[src/rtl/div_seq.sv]
// div_seq: iterative restoring divider, one quotient bit per clock.
// Operands enter on in_valid/in_ready; results leave on out_valid/out_ready.
// A zero divisor finishes in one cycle with quotient=all ones, remainder=dividend.
// Optional feature macro: DIV_SIGNED_EN adds the signed_op port (two's-complement mode).
// Ports:
//   clk, rst_n           clock, asynchronous active-low reset
//   in_valid, in_ready   operand handshake (in_ready high only in IDLE)
//   dividend, divisor    operands (WIDTH bits)
//   signed_op            signed mode select, sampled on accept (DIV_SIGNED_EN only)
//   out_valid, out_ready result handshake
//   quotient, remainder  results (WIDTH bits), held until next result
//   div_by_zero          result came from a zero divisor
module div_seq #(
    parameter int unsigned WIDTH = 32
) (
    input  logic             clk,
    input  logic             rst_n,
    input  logic             in_valid,
    output logic             in_ready,
    input  logic [WIDTH-1:0] dividend,
    input  logic [WIDTH-1:0] divisor,
`ifdef DIV_SIGNED_EN
    input  logic             signed_op,
`endif
    output logic             out_valid,
    input  logic             out_ready,
    output logic [WIDTH-1:0] quotient,
    output logic [WIDTH-1:0] remainder,
    output logic             div_by_zero
);

    localparam int unsigned CNT_W = $clog2(WIDTH) + 1;

    typedef enum logic [1:0] {IDLE, BUSY, DONE} state_t;

    state_t           state;
    state_t           state_nxt;

    logic [WIDTH-1:0] rem_q;
    logic [WIDTH-1:0] quo_q;
    logic [WIDTH-1:0] dvs_q;
    logic [CNT_W-1:0] cnt_q;
    logic             neg_quo_q;
    logic             neg_rem_q;

    logic             accept;
    logic             divisor_zero;
    logic             last_iter;
    logic             a_neg;
    logic             b_neg;
    logic [WIDTH-1:0] a_mag;
    logic [WIDTH-1:0] b_mag;
    logic [WIDTH:0]   trial;
    logic [WIDTH:0]   diff;
    logic [WIDTH-1:0] rem_step;
    logic [WIDTH-1:0] quo_step;
    logic [WIDTH-1:0] quo_fix;
    logic [WIDTH-1:0] rem_fix;

    logic             out_valid_nxt;
    logic [WIDTH-1:0] quotient_nxt;
    logic [WIDTH-1:0] remainder_nxt;
    logic             div_by_zero_nxt;

    // Operand magnitudes and result-sign flags captured on accept
`ifdef DIV_SIGNED_EN
    assign a_neg = signed_op & dividend[WIDTH-1];
    assign b_neg = signed_op & divisor[WIDTH-1];
    assign a_mag = a_neg ? WIDTH'(-dividend) : dividend;
    assign b_mag = b_neg ? WIDTH'(-divisor) : divisor;
`else
    assign a_neg = 1'b0;
    assign b_neg = 1'b0;
    assign a_mag = dividend;
    assign b_mag = divisor;
`endif

    assign divisor_zero = (divisor == '0);
    assign accept       = in_valid && (state == IDLE);
    assign last_iter    = (cnt_q == CNT_W'(1));

    // One restoring step: shift in next dividend bit, keep difference when no borrow.
    // Since rem_q < dvs_q, a negative difference always shows up in bit WIDTH.
    assign trial = {rem_q, quo_q[WIDTH-1]};
    assign diff  = trial - {1'b0, dvs_q};

    always_comb begin
        rem_step = trial[WIDTH-1:0];
        quo_step = {quo_q[WIDTH-2:0], 1'b0};
        if (!diff[WIDTH]) begin
            rem_step = diff[WIDTH-1:0];
            quo_step = {quo_q[WIDTH-2:0], 1'b1};
        end
    end

    // Most-negative / -1 wraps back to most-negative naturally here
    assign quo_fix = neg_quo_q ? WIDTH'(-quo_step) : quo_step;
    assign rem_fix = neg_rem_q ? WIDTH'(-rem_step) : rem_step;

    // State register
    always_ff @(posedge clk or negedge rst_n) begin
        if (!rst_n) begin
            state <= IDLE;
        end else begin
            state <= state_nxt;
        end
    end

    // Next-state logic
    always_comb begin
        state_nxt = state;
        case (state)
            IDLE:    if (in_valid) state_nxt = divisor_zero ? DONE : BUSY;
            BUSY:    if (last_iter) state_nxt = DONE;
            DONE:    if (out_valid && out_ready) state_nxt = IDLE;
            default: state_nxt = IDLE;
        endcase
    end

    // Output logic: in_ready straight from state, next values for registered results
    always_comb begin
        in_ready        = (state == IDLE);
        out_valid_nxt   = (state_nxt == DONE);
        quotient_nxt    = quotient;
        remainder_nxt   = remainder;
        div_by_zero_nxt = div_by_zero;
        if (accept && divisor_zero) begin
            quotient_nxt    = '1;
            remainder_nxt   = dividend;
            div_by_zero_nxt = 1'b1;
        end else if ((state == BUSY) && last_iter) begin
            quotient_nxt    = quo_fix;
            remainder_nxt   = rem_fix;
            div_by_zero_nxt = 1'b0;
        end
    end

    // Iteration datapath
    always_ff @(posedge clk or negedge rst_n) begin
        if (!rst_n) begin
            rem_q     <= '0;
            quo_q     <= '0;
            dvs_q     <= '0;
            cnt_q     <= '0;
            neg_quo_q <= 1'b0;
            neg_rem_q <= 1'b0;
        end else if (accept) begin
            rem_q     <= '0;
            quo_q     <= a_mag;
            dvs_q     <= b_mag;
            cnt_q     <= CNT_W'(WIDTH);
            neg_quo_q <= a_neg ^ b_neg;
            neg_rem_q <= a_neg;
        end else if (state == BUSY) begin
            rem_q <= rem_step;
            quo_q <= quo_step;
            cnt_q <= cnt_q - CNT_W'(1);
        end
    end

    // Registered result outputs
    always_ff @(posedge clk or negedge rst_n) begin
        if (!rst_n) begin
            out_valid   <= 1'b0;
            quotient    <= '0;
            remainder   <= '0;
            div_by_zero <= 1'b0;
        end else begin
            out_valid   <= out_valid_nxt;
            quotient    <= quotient_nxt;
            remainder   <= remainder_nxt;
            div_by_zero <= div_by_zero_nxt;
        end
    end

endmodule

[config.mk]
export PLATFORM = sky130hd
export DESIGN_NAME = div_seq
export DESIGN_NICKNAME = d
export VERILOG_FILES = /design/src/rtl/div_seq.sv
export SDC_FILE = /design/constraint.sdc
export NUM_CORES = 1
export LEC_CHECK = 0
export ABC_CLOCK_PERIOD_IN_PS = 8400
export BUFFER_PORTS_ARGS = -buffer_cell sky130_fd_sc_hd__buf_2
export CAP_MARGIN = 20
export CORE_UTILIZATION = 60
export DETAILED_ROUTE_END_ITERATION = 12
export GPL_TIMING_DRIVEN = 0
export MAX_ROUTING_LAYER = met4
export PLACE_DENSITY = 0.84
export SKIP_CTS_REPAIR_TIMING = 1
export SLEW_MARGIN = 20
export SYNTH_ARGS = -nofsm -noshare
export SYNTH_HDL_FRONTEND = slang
export SYNTH_SLANG_ARGS = --single-unit
[constraint.sdc]
create_clock -name clk -period 8.4 [get_ports clk]
set_clock_uncertainty 0.05 [all_clocks]
set_input_delay 0.84 -clock clk [delete_from_list [all_inputs] [get_ports clk]]
set_output_delay 0.84 -clock clk [all_outputs]
set_load 0.01 [all_outputs]
# After elaboration in Yosys (flattened, before gate mapping)

Index checks and enable logic that the tools add are counted.

Word-level logic and storage cells: 42
Bits of input ports: 68
Output and inout port bits: 67
Register bits: 170

Mux-type cells: 19
Add/subtract/negate cells: 2
Reductions and logical operators: 8
Equality and inequality tests: 4

Operator list:

| kind                                                                | count |
|---|---|
| 32-bit two-way mux                                                  | 9 |
| 33-bit by 32-bit subtractor with 33-bit output                      | 1 |
| 32-bit zero test                                                    | 1 |
| 6-bit two-way mux                                                   | 2 |
| 2-bit two-way mux                                                   | 4 |
| 6-bit by 1-bit == test with 1-bit output (second input constant)    | 1 |
| 2-bit one-hot mux with 3 select lines                               | 1 |
| 6-bit by 1-bit subtractor with 6-bit output (second input constant) | 1 |
| 2-bit == test (second input constant)                               | 2 |
| 1-bit logical AND                                                   | 4 |
| 2-bit nonzero test                                                  | 2 |
| 1-bit two-way mux                                                   | 3 |
| 2-bit by 1-bit == test with 1-bit output (second input constant)    | 1 |
| 2-bit zero test                                                     | 1 |

# Longest topological paths before layout

Gate-level depths: netlist of the first run.

Depth after elaboration: 5
Gate-level depth with buffers: 14
Mapped depth without buffers: 12

# Worst setup path before layout of the first run

No wires, ideal clock.

Path kind: register -> register
Start: register quo_q[31]
End: register rem_q[1]
Clock period less this slack: 2.922 ns
Buffers on the path: 1
Arrival: 2.795 ns
Slack: 5.478 ns
Cell stages (with the launch flop): 14
Library setup time: 0.077 ns
Required time: 8.273 ns
Cells stage by stage: dfrtp_1 > inv_1 > ha_1 > fa_1 > nand2b_1 > a211oi_2 > o21ai_1 > nand3b_1 > nand2_1 > o311ai_2 > xor2_2 > buf_6 > mux2_1 > o21ai_1

Word-level cells in the longest chain between the ends: 4

RTL lines:

| element                                        | RTL line | source |
|---|---|---|
| start, declared                                | 40       | `logic [WIDTH-1:0] quo_q;` |
| start signal, assigned                         | 149      | `quo_q <= a_mag;` |
| start signal, assigned                         | 156      | `quo_q <= quo_step;` |
| 33-bit by 32-bit subtractor with 33-bit output | 85       | `assign diff = trial - {1'b0, dvs_q};` |
| 32-bit two-way mux                             | 90       | `if (!diff[WIDTH]) begin` |
| 32-bit two-way mux                             | 154      | `end else if (state == BUSY) begin` |
| 32-bit two-way mux                             | 147      | `end else if (accept) begin` |
| end signal, assigned                           | 155      | `rem_q <= rem_step;` |
| end, declared                                  | 39       | `logic [WIDTH-1:0] rem_q;` |

Every way passes these cells. The select of a mux whose other input is x is not followed.
A chain may end at the register's enable or synchronous reset.

# Worst setup path after layout of the first run

Start: register quo_q[31]
End: register remainder[14]

Word-level cells in the longest chain between the ends: 4

RTL lines:

| element                                        | RTL line | source |
|---|---|---|
| 33-bit by 32-bit subtractor with 33-bit output | 85       |  |
| 32-bit two-way mux                             | 90       |  |
| 32-bit two-way mux                             | 131      | `end else if ((state == BUSY) && last_iter) begin` |
| 32-bit two-way mux                             | 127      | `if (accept && divisor_zero) begin` |
| end signal, assigned                           | 171      | `remainder <= remainder_nxt;` |
| end, declared                                  | 28       | `output logic [WIDTH-1:0] remainder,` |

Every way passes these cells. The select of a mux whose other input is x is not followed.

==> results.json, run 1 <==
{
  "p_sw_frac": 0.225,
  "avgSynthCellArea_um2": 9.12,
  "multiInputGateArea_mm2": 0.00420,
  "r2r_slack_ns": 4.79,
  "gr-total-overflow": 0,
  "drtIter0Drc": 680,
  "muxShareOfSynthArea": 0.0331,
  "async_reset_ff_frac": 1.00,
  "status": "complete, no violations",
  "path_buf_inv": 2,
  "synth.area.top_cells": "dfrtp_1, nand2_1, a22oi_1, ha_1, o21ai_0",
  "cp_data_required_time_ns": 8.65,
  "fin_setup_tns_ns": 0,
  "relSlewSlack": 0.458,
  "gp_congestion": 0.914,
  "cts_tree": "done",
  "wl_per_cell_um": 17.8,
  "cp_data_arrival_time_ns": 3.86,
  "grt_pass1_wl_um": 37400,
  "hpwl_um": 17700,
  "viasPerCell": 5.94,
  "fin_crit_sh": 0.430,
  "core_area_mm2": 0.0145,
  "finalCriticalPeriod_ns": 3.61,
  "setup.worst_path.end_class": "flop",
  "path_class": "flop to flop",
  "hold_ws_ns": 0.298,
  "synth.distinct_cells": 58,
  "layout-drive-gt1-share": 0.159,
  "busiest_layer": "met2",
  "synth_top_area_share": 0.481,
  "syn_to_final_growth_pct": 17.2,
  "cts.sinks": 170,
  "grtUsageMet2": 0.518,
  "h-tree-depth": 4,
  "cp_slowest_cell": "mux2i_1",
  "reg2reg_from": "quo_q[31]$_DFFE_PN0P_",
  "antenna_found_initial": 0,
  "num-fill-cells": 1115,
  "hold_path.class": "input port to async pin",
  "synth_fa_ha_area_frac": 0.0503,
  "hold_viol": 0,
  "synth_top_family_by_area": "compound AO/OA/AOI/OAI gates",
  "setup_viol": 0,
  "synthSimpleGateAreaFrac": 0.150,
  "cp_top_family": "compound AO/OA/AOI/OAI gates",
  "vias": 7844,
  "critPathMaxFanout": 10,
  "timing.fmax_mhz": 277,
  "die_h_um": 123,
  "cp_cell_sequence": "inv_1, ha_1, fa_1, nand2b_1, a211oi_2, o21ai_1, nand3b_1, nand2_1, o311ai_2, xor2_2, buf_4, mux2i_1, o21ai_1",
  "insertion_delay_ns": 0.44,
  "nets": 1227,
  "cts_buffers": 17,
  "cap_violations": 0,
  "clockPowerShare": 0.479,
  "finalMaxSlewViolations": 0,
  "internal_power_mw": 1.28,
  "drc_errors": 0,
  "rsz0062_at_grt": "false",
  "synth.yosys.warnings": 0,
  "clockRootBuffer": "clkbuf_16",
  "grt_use_met1": 0.452,
  "final_cell_mix": "nand2_1, dfrtp_1, buf_2, o21ai_0, a22oi_1",
  "crit_path_start_kind": "flop",
  "ys_seq_area_frac": 0.481,
  "diodes": 0,
  "p_sw_uw": 371,
  "ant_nets": 0,
  "synth_nets": 1073,
  "grt_max_degree": 94,
  "clock_path_buffers": 2,
  "synth_seq_cells": 170,
  "power_density_mw_per_mm2": 159,
  "fp.dieW_um": 123,
  "start_util": 0.611,
  "seq_area_mm2": 0.00425,
  "synth_edf_count": 0,
  "combPwrFrac": 0.024,
  "r2r_end": "remainder[14]$_DFFE_PN0P_",
  "synth_xor_area_frac": 0.0315,
  "tightest_slew_ns": 0.807,
  "synth-compound-area-share": 0.209,
  "p_seq_frac": 0.497,
  "synth_area_mm2": 0.00885,
  "drtPass1Iterations": 6,
  "clkTransAtPathRegs_ns": 0.07,
  "use_met3": 0.0544,
  "reg2regPathDepth": 13,
  "p_leak_nw": 4.60,
  "grt.total_usage": 0.335,
  "syn_inst": 970,
  "yosys.area.top_type": "dfrtp_1",
  "irDropWorstVdd_mv": 0.146,
  "dieArea_mm2": 0.0152,
  "first_global_vias": 7366,
  "io_pins": 135,
  "port-buffer-count": 134,
  "cp_common_cell": "o21ai_1",
  "rows": 44,
  "synth_ff_type": "dfrtp_1",
  "final_common_cell": "nand2_1",
  "slowest_delay_ns": 0.44,
  "wirelength_um": 23400
}
## layer usage
metal	part of all wire	routed length [um]	vias to the layer above
li1	-	-	3741
met1	0.44	10400	3750
met2	0.47	11000	312
met3	0.066	1550	41
met4	0.023	547	0
met5	0	0	-
## worst max-delay path by stage
stage	from	end	slack, ns	cells after the start
floorplan	quo_q[31]$_DFFE_PN0P_	rem_q[1]$_DFFE_PN0P_	5.48	13
global placement	rst_n	dvs_q[8]$_DFFE_PN0P_	3.92	1
detailed placement	divisor[1]	quotient[13]$_DFFE_PN0P_	4.65	8
CTS	quo_q[31]$_DFFE_PN0P_	remainder[13]$_DFFE_PN0P_	4.88	13
global route	quo_q[31]$_DFFE_PN0P_	remainder[11]$_DFFE_PN0P_	4.61	13
finish	quo_q[31]$_DFFE_PN0P_	remainder[14]$_DFFE_PN0P_	4.79	13
## registers in the layout, summed over array words and instances, names as in the netlist
signal       cells
state            2
cnt_q            6
dvs_q           32
remainder       32
quotient        32
rem_q           32
out_valid        1
quo_q           32
div_by_zero      1
## logic make-up (layout without fill, tap and decap cells)
family | after synthesis | after routing
buffers and inverters | 99 | 266
xor gates and xnor gates | 31 | 31
muxes | 29 | 29
AOI/OAI and AO/OA | 295 | 295
and+or+nand+nor | 311 | 311
adders and majority gates | 35 | 35
DFF | 170 | 170
## cell type report
type                       count  area share
buffer                        59      0.0236
clock buffer                  18      0.0414
clock inverter                14      0.0152
inverter                      40      0.0145
multi-input combinational    701       0.405
sequential                   170       0.410
tap                          184      0.0222
timing repair buffer         135      0.0683
## cells in the mapped netlist, types with 19 or more instances
master,n
a21oi_1,33
a22oi_1,63
clkbuf_1,51
dfrtp_1,170
ha_1,34
inv_1,40
mux2i_1,27
nand2_1,206
nand3_1,39
nor2_1,19
o21ai_0,83
o21ai_1,57
## through the flow
step	total power, mW	instance area [um^2]	util	instances	setup WS [ns]
2_1_floorplan	0.835	8850	-	970	5.48
3_3_place_gp	0.873	9750	0.674	1288	3.92
3_5_place_dp	0.875	9790	0.676	1289	4.65
4_1_cts	1.65	10400	0.717	1321	4.88
5_1_grt	1.69	10400	0.717	1321	4.61
6_report	1.65	10400	0.717	1321	4.79
## power groups by stage
stage	clock network (mW)	registers [mW]	logic [mW]
3_3_place_gp	0	0.834	0.0385
3_5_place_dp	0	0.834	0.0409
6_report	0.788	0.818	0.0400
5_1_grt	0.827	0.818	0.0455
4_1_cts	0.789	0.818	0.0411
2_1_floorplan	0	0.834	0.00104
Note: power is estimated with default switching activity, not from simulation.
==> run 2: changes to the inputs <==
--- a/config.mk
+++ b/config.mk
@@ -5,14 +5,14 @@
 export SDC_FILE = /design/constraint.sdc
 export NUM_CORES = 1
 export LEC_CHECK = 0
-export ABC_CLOCK_PERIOD_IN_PS = 8400
+export ABC_CLOCK_PERIOD_IN_PS = 3200
 export BUFFER_PORTS_ARGS = -buffer_cell sky130_fd_sc_hd__buf_2
 export CAP_MARGIN = 20
-export CORE_UTILIZATION = 60
+export CORE_UTILIZATION = 52
 export DETAILED_ROUTE_END_ITERATION = 12
 export GPL_TIMING_DRIVEN = 0
 export MAX_ROUTING_LAYER = met4
-export PLACE_DENSITY = 0.84
+export PLACE_DENSITY = 0.77
 export SKIP_CTS_REPAIR_TIMING = 1
 export SLEW_MARGIN = 20
 export SYNTH_ARGS = -nofsm -noshare
==> constraint.sdc (replaced) <==
create_clock -name clk -period 3.2 [get_ports clk]
set_clock_uncertainty 0.05 [all_clocks]
set_input_delay 0.32 -clock clk [delete_from_list [all_inputs] [get_ports clk]]
set_output_delay 0.32 -clock clk [all_outputs]
set_load 0.01 [all_outputs]
==> run 2 against run 1 <==
  * Worst setup slack got worse by 4.9 ns
  * The run now ends with setup timing left
  * Maximum frequency up 9.6%
  * Cell count grew 4.0%
  * Clock power grew to 2.6 times the previous value
==> results.json, run 2 (synthesis results as in run 1) <==
{
  "status": "finished, violations left",
  "violations": "setup timing",
  "cp_top_family": "compound AO/OA/AOI/OAI gates",
  "hold_ws_ns": 0.0452,
  "nets": 1244,
  "die_h_um": 132,
  "r2r_end": "rem_q[2]$_DFFE_PN0P_",
  "cp_cell_sequence": "ha_4, fa_2, nand2b_4, a211oi_4, o21ai_2, nand3b_1, nand2_2, o311ai_4, xor2_2, buf_6, buf_4, buf_4, mux2i_2, o21ai_1",
  "first_global_vias": 7306,
  "hold_viol": 0,
  "viasPerCell": 5.85,
  "cts_tree": "done",
  "p_seq_frac": 0.501,
  "insertion_delay_ns": 0.44,
  "routed.top_layer": "met4",
  "timing.fmax_mhz": 304,
  "tightest_slew_ns": 0.746,
  "finalMaxSlewViolations": 0,
  "layout-drive-gt1-share": 0.206,
  "syn_to_final_growth_pct": 24.0,
  "cp_data_required_time_ns": 3.45,
  "hpwl_um": 18100,
  "slowest_delay_ns": 0.43,
  "start_util": 0.534,
  "diodes": 0,
  "hold_end": "dvs_q[25]$_DFFE_PN0P_",
  "clockPowerShare": 0.474,
  "internal_power_mw": 3.23,
  "route.met2.wl_um": 12000,
  "cap_violations": 0,
  "dieArea_mm2": 0.0175,
  "port-buffer-count": 134,
  "fin_setup_tns_ns": -2.06,
  "crit_start": "dvs_q[0]$_DFFE_PN0P_",
  "drc_errors": 0,
  "final_cell_mix": "nand2_1, dfrtp_1, buf_2, o21ai_0, a22oi_1",
  "vias": 8034,
  "clockRootBuffer": "clkbuf_16",
  "io_pins": 135,
  "cp_common_cell": "buf_4",
  "h-tree-depth": 4,
  "rows": 47,
  "hold_path.class": "input port to flop",
  "met1Wirelength_um": 11300,
  "clkTransAtPathRegs_ns": 0.07,
  "grt_max_degree": 100,
  "setup.worst_path.end_class": "flop",
  "drtPass1Iterations": 5,
  "grt_pass1_wl_um": 38100,
  "core_area_mm2": 0.0166,
  "p_leak_nw": 4.81,
  "reg2regPathDepth": 14,
  "cp_slowest_cell": "dfrtp_1",
  "rsz0062_at_grt": "true",
  "p_sw_mw": 1.06,
  "relSlewSlack": 0.499,
  "irDropWorstVdd_mv": 0.389,
  "path_buf_inv": 3,
  "gp_congestion": 0.917,
  "antenna_found_initial": 0,
  "final_common_cell": "nand2_1",
  "finalCriticalPeriod_ns": 3.29,
  "gr-total-overflow": 0,
  "grt.total_usage": 0.286,
  "fin_crit_sh": 1.03,
  "path_class": "flop to flop",
  "r2r_slack_ns": -0.09,
  "clock_path_buffers": 2,
  "drtIter0Drc": 873,
  "cp_data_arrival_time_ns": 3.55,
  "cts.sinks": 170,
  "wl_per_cell_um": 18.3,
  "power_density_mw_per_mm2": 391,
  "whs_path_depth": 3,
  "cts_buffers": 17,
  "critPathMaxFanout": 6,
  "p_sw_frac": 0.247,
  "fp.dieW_um": 132,
  "setup_viol": 50,
  "ant_nets": 0,
  "hp-start": "divisor[25]",
  "met3_length_um": 1460,
  "crit_path_start_kind": "flop",
  "reg2reg_from": "dvs_q[0]$_DFFE_PN0P_",
  "setup_ws_ns": -0.0922,
  "combPwrFrac": 0.025,
  "wirelength_um": 25200
}
run 2: changes by cell type in the layout (fill, tap and decap cells not counted), moves of 3 or more:
cell / change
mux2i_4: +21
o21ai_2: +6
mux2i_1: -25
mux2i_2: +4
clkinvlp_4: -5
o21ai_1: -4
inv_8: +3
clkinv_4: +3
buf_4: +11
run 2: layer usage:
layer  vias to the layer above  global-route usage
met1                      3890               0.391
li1                       3788                   -
met2                       318               0.441
met3                        38              0.0464
met4                         0              0.0837
met5                         -                   -
run 2: per-stage QoR:
| step | cells | util | setup WS, ns | total power [mW] | instance area, um^2 |
|---|---|---|---|---|---|
| floorplan | 970 | - | 0.278 | 2.19 | 8850 |
| global placement | 1324 | 0.591 | -0.821 | 2.29 | 9800 |
| detailed placement | 1325 | 0.593 | -0.308 | 2.30 | 9830 |
| CTS | 1357 | 0.628 | -0.367 | 4.29 | 10400 |
| global route | 1374 | 0.662 | -0.220 | 4.40 | 11000 |
| finish | 1374 | 0.662 | -0.0922 | 4.29 | 11000 |
run 2: worst max-delay path by stage:
stage | end | slack (ns) | cells after the start
3_5_place_dp | remainder[22]$_DFFE_PN0P_ | -0.31 | 13
2_1_floorplan | rem_q[1]$_DFFE_PN0P_ | 0.28 | 13
4_1_cts | remainder[22]$_DFFE_PN0P_ | -0.37 | 13
6_report | rem_q[2]$_DFFE_PN0P_ | -0.09 | 14
5_1_grt | rem_q[2]$_DFFE_PN0P_ | -0.22 | 14
3_3_place_gp | quotient[26]$_DFFE_PN0P_ | -0.82 | 1
run 2: cell type report:
type	instances	area, um^2
tap	220	275
timing repair buffer	152	863
fill	1360	5610
clock inverter	14	148
inverter	40	150
multi-input combinational	701	4570
sequential	170	4250
clock buffer	18	429
buffer	59	278
run 2: worst reg2reg max path: cells and delay by family, from the launching register on:
family	cells	cell delay (ns)
AOI/OAI and AO/OA	4	0.84
and+or+nand+nor	3	0.44
buffers and inverters	3	0.48
adders and majority gates	2	0.52
DFF	1	0.43
muxes	1	0.23
xor gates and xnor gates	1	0.18
run 2: power groups by stage:
stage / Clock (mW) / Combinational [mW] / Sequential, mW
final: 2.03 / 0.109 / 2.15
after global routing: 2.13 / 0.120 / 2.15
after CTS: 2.04 / 0.109 / 2.15
after detailed placement: 0 / 0.109 / 2.19
after global placement: 0 / 0.103 / 2.19
after floorplan: 0 / 0.00273 / 2.19
==> run 3: changes to the inputs <==
--- a/config.mk
+++ b/config.mk
@@ -7,12 +7,13 @@
 export LEC_CHECK = 0
 export ABC_CLOCK_PERIOD_IN_PS = 3200
 export BUFFER_PORTS_ARGS = -buffer_cell sky130_fd_sc_hd__buf_2
-export CAP_MARGIN = 20
+export CAP_MARGIN = 0
 export CORE_UTILIZATION = 52
 export DETAILED_ROUTE_END_ITERATION = 12
 export GPL_TIMING_DRIVEN = 0
 export MAX_ROUTING_LAYER = met4
 export PLACE_DENSITY = 0.77
+export SETUP_SLACK_MARGIN = 0.3
 export SKIP_CTS_REPAIR_TIMING = 1
 export SLEW_MARGIN = 20
 export SYNTH_ARGS = -nofsm -noshare
==> run 3 against run 2 <==
  * The run still ends with setup timing left
  * Global-route usage grew 0.18 points
  * First-iteration DRC count shrank 19%
  * Total power up 2.8%
  * Core utilization is 0.32 points lower
  * Wire length shrank 2.2%
  * Sequential power is essentially flat
  * Register-to-register slack about the same
  * Sequential cell count unchanged
  * Critical endpoint is now remainder[31]$_DFFE_PN0P_
==> results.json, run 3 (synthesis results as in run 1) <==
{
  "relSlewSlack": 0.529,
  "rows": 47,
  "cp_slowest_cell": "dfrtp_1",
  "port-buffer-count": 134,
  "critPathMaxFanout": 6,
  "crit_path_start_kind": "flop",
  "tightest_slew_ns": 0.706,
  "cp_top_family": "compound AO/OA/AOI/OAI gates",
  "vias": 8009,
  "antenna_found_initial": 0,
  "hold_viol": 0,
  "clkTransAtPathRegs_ns": 0.08,
  "timing.fmax_mhz": 305,
  "cts.sinks": 170,
  "whs_path_depth": 3,
  "cp.depth": 13,
  "diodes": 0,
  "first_global_vias": 7301,
  "gp_congestion": 0.901,
  "drc_errors": 0,
  "cp_cell_sequence": "ha_4, fa_2, nand2b_4, a211oi_4, o21ai_2, nand3b_1, nand2_2, o311ai_4, xor2_4, buf_12, buf_8, mux2i_1, o21ai_1",
  "reg2regPathDepth": 13,
  "fin_util": 0.658,
  "p_seq_frac": 0.487,
  "h-tree-depth": 4,
  "cp_data_arrival_time_ns": 3.52,
  "start_util": 0.534,
  "finalCriticalPeriod_ns": 3.28,
  "dieArea_mm2": 0.0175,
  "cap_violations": 0,
  "path_buf_inv": 2,
  "final_area_mm2": 0.0109,
  "fp.dieW_um": 132,
  "drtIter0Drc": 710,
  "setup.worst_path.end_class": "flop",
  "cts_buffers": 17,
  "power_density_mw_per_mm2": 404,
  "p_sw_frac": 0.231,
  "rsz0062_at_grt": "true",
  "wirelength_um": 24600,
  "ant_nets": 0,
  "p_sw_mw": 1.02,
  "status": "finished, violations left",
  "placedInstanceArea_mm2": 0.00985,
  "drtPass1Iterations": 5,
  "hold_path.class": "input port to flop",
  "gr-total-overflow": 0,
  "wl_per_cell_um": 18.0,
  "syn_to_final_growth_pct": 23.4,
  "fin_crit_sh": 1.03,
  "post-place-ws_ns": -0.302,
  "setup_viol": 24,
  "viasPerCell": 5.85,
  "layout-drive-gt1-share": 0.202,
  "finalMaxSlewViolations": 0,
  "core_area_mm2": 0.0166,
  "internal_power_mw": 3.39,
  "io_pins": 135,
  "cp_data_required_time_ns": 3.44,
  "hpwl_um": 18000,
  "clockPowerShare": 0.488,
  "insertion_delay_ns": 0.44,
  "final_common_cell": "nand2_1",
  "clockRootBuffer": "clkbuf_16",
  "final_cell_mix": "nand2_1, dfrtp_1, buf_2, o21ai_0, a22oi_1",
  "grt.total_usage": 0.288,
  "combPwrFrac": 0.024,
  "nets": 1239,
  "violations": "setup timing",
  "cts_tree": "done",
  "clock_path_buffers": 2,
  "grt_max_degree": 104,
  "path_class": "flop to flop",
  "grt_pass1_wl_um": 38100,
  "setup_ws_ns": -0.0833,
  "slowest_delay_ns": 0.42,
  "die_h_um": 132,
  "p_leak_nw": 4.79,
  "irDropWorstVdd_mv": 0.378
}
run 3: layout make-up:
type	count	area, um^2
plain buffers	59	269
inverters	40	150
well taps	220	275
flip-flops and latches	170	4250
fillers	1334	5660
multi-input cells	701	4530
clock inverters	14	175
clock buffers	18	439
repair buffers	147	831
run 3: worst reg2reg max path, stage by stage, from the launching register on:
cell and delay (ns):
dfrtp_1 0.42, ha_4 0.19, fa_2 0.35, nand2b_4 0.18, a211oi_4 0.29, o21ai_2 0.10, nand3b_1 0.17, nand2_2 0.09
o311ai_4 0.32, xor2_4 0.20, buf_12 0.15, buf_8 0.14, mux2i_1 0.40, o21ai_1 0.10
run 3: per-layer routing:
| metal | wire, um | GRT usage | up-vias | part of all wire |
|---|---|---|---|---|
| met1 | 10900 | 0.391 | 3847 | 0.44 |
| met3 | 1670 | 0.0529 | 45 | 0.068 |
| met5 | 0 | - | - | 0 |
| li1 | - | - | 3769 | - |
| met4 | 601 | 0.0951 | 0 | 0.024 |
| met2 | 11500 | 0.437 | 348 | 0.47 |
run 3: worst paths after layout:
path | from | slack [ns] | to
worst min-delay path | divisor[3] | 0.05 | dvs_q[3]$_DFFE_PN0P_
max in group asynchronous | rst_n | 1.85 | quo_q[21]$_DFFE_PN0P_
worst max register to register | dvs_q[0]$_DFFE_PN0P_ | -0.08 | remainder[31]$_DFFE_PN0P_
min in group asynchronous | rst_n | 0.37 | dvs_q[6]$_DFFE_PN0P_
worst max-delay path | dvs_q[0]$_DFFE_PN0P_ | -0.08 | remainder[31]$_DFFE_PN0P_
worst min register to register | div_by_zero$_DFFE_PN0P_ | 0.44 | div_by_zero$_DFFE_PN0P_
run 3: through the flow:
step	power, mW	cells	hold slack (ns)	setup TNS (ns)
final	4.41	1369	0.0508	-0.653
after floorplan	2.19	970	-0.0256	0
after global routing	4.52	1369	0.0629	-5.20
after CTS	4.40	1357	-0.195	-13.09
after detailed placement	2.30	1325	0.260	-12.28
after global placement	2.29	1324	0.406	-142.22
run 3: power groups by stage:
stage                     Combinational (mW)  Sequential, mW  Clock, mW
after floorplan                      0.00273            2.19          0
after global placement                 0.102            2.19          0
after detailed placement               0.108            2.19          0
after CTS                              0.108            2.15       2.15
after global routing                   0.121            2.15       2.26
final                                  0.107            2.15       2.15
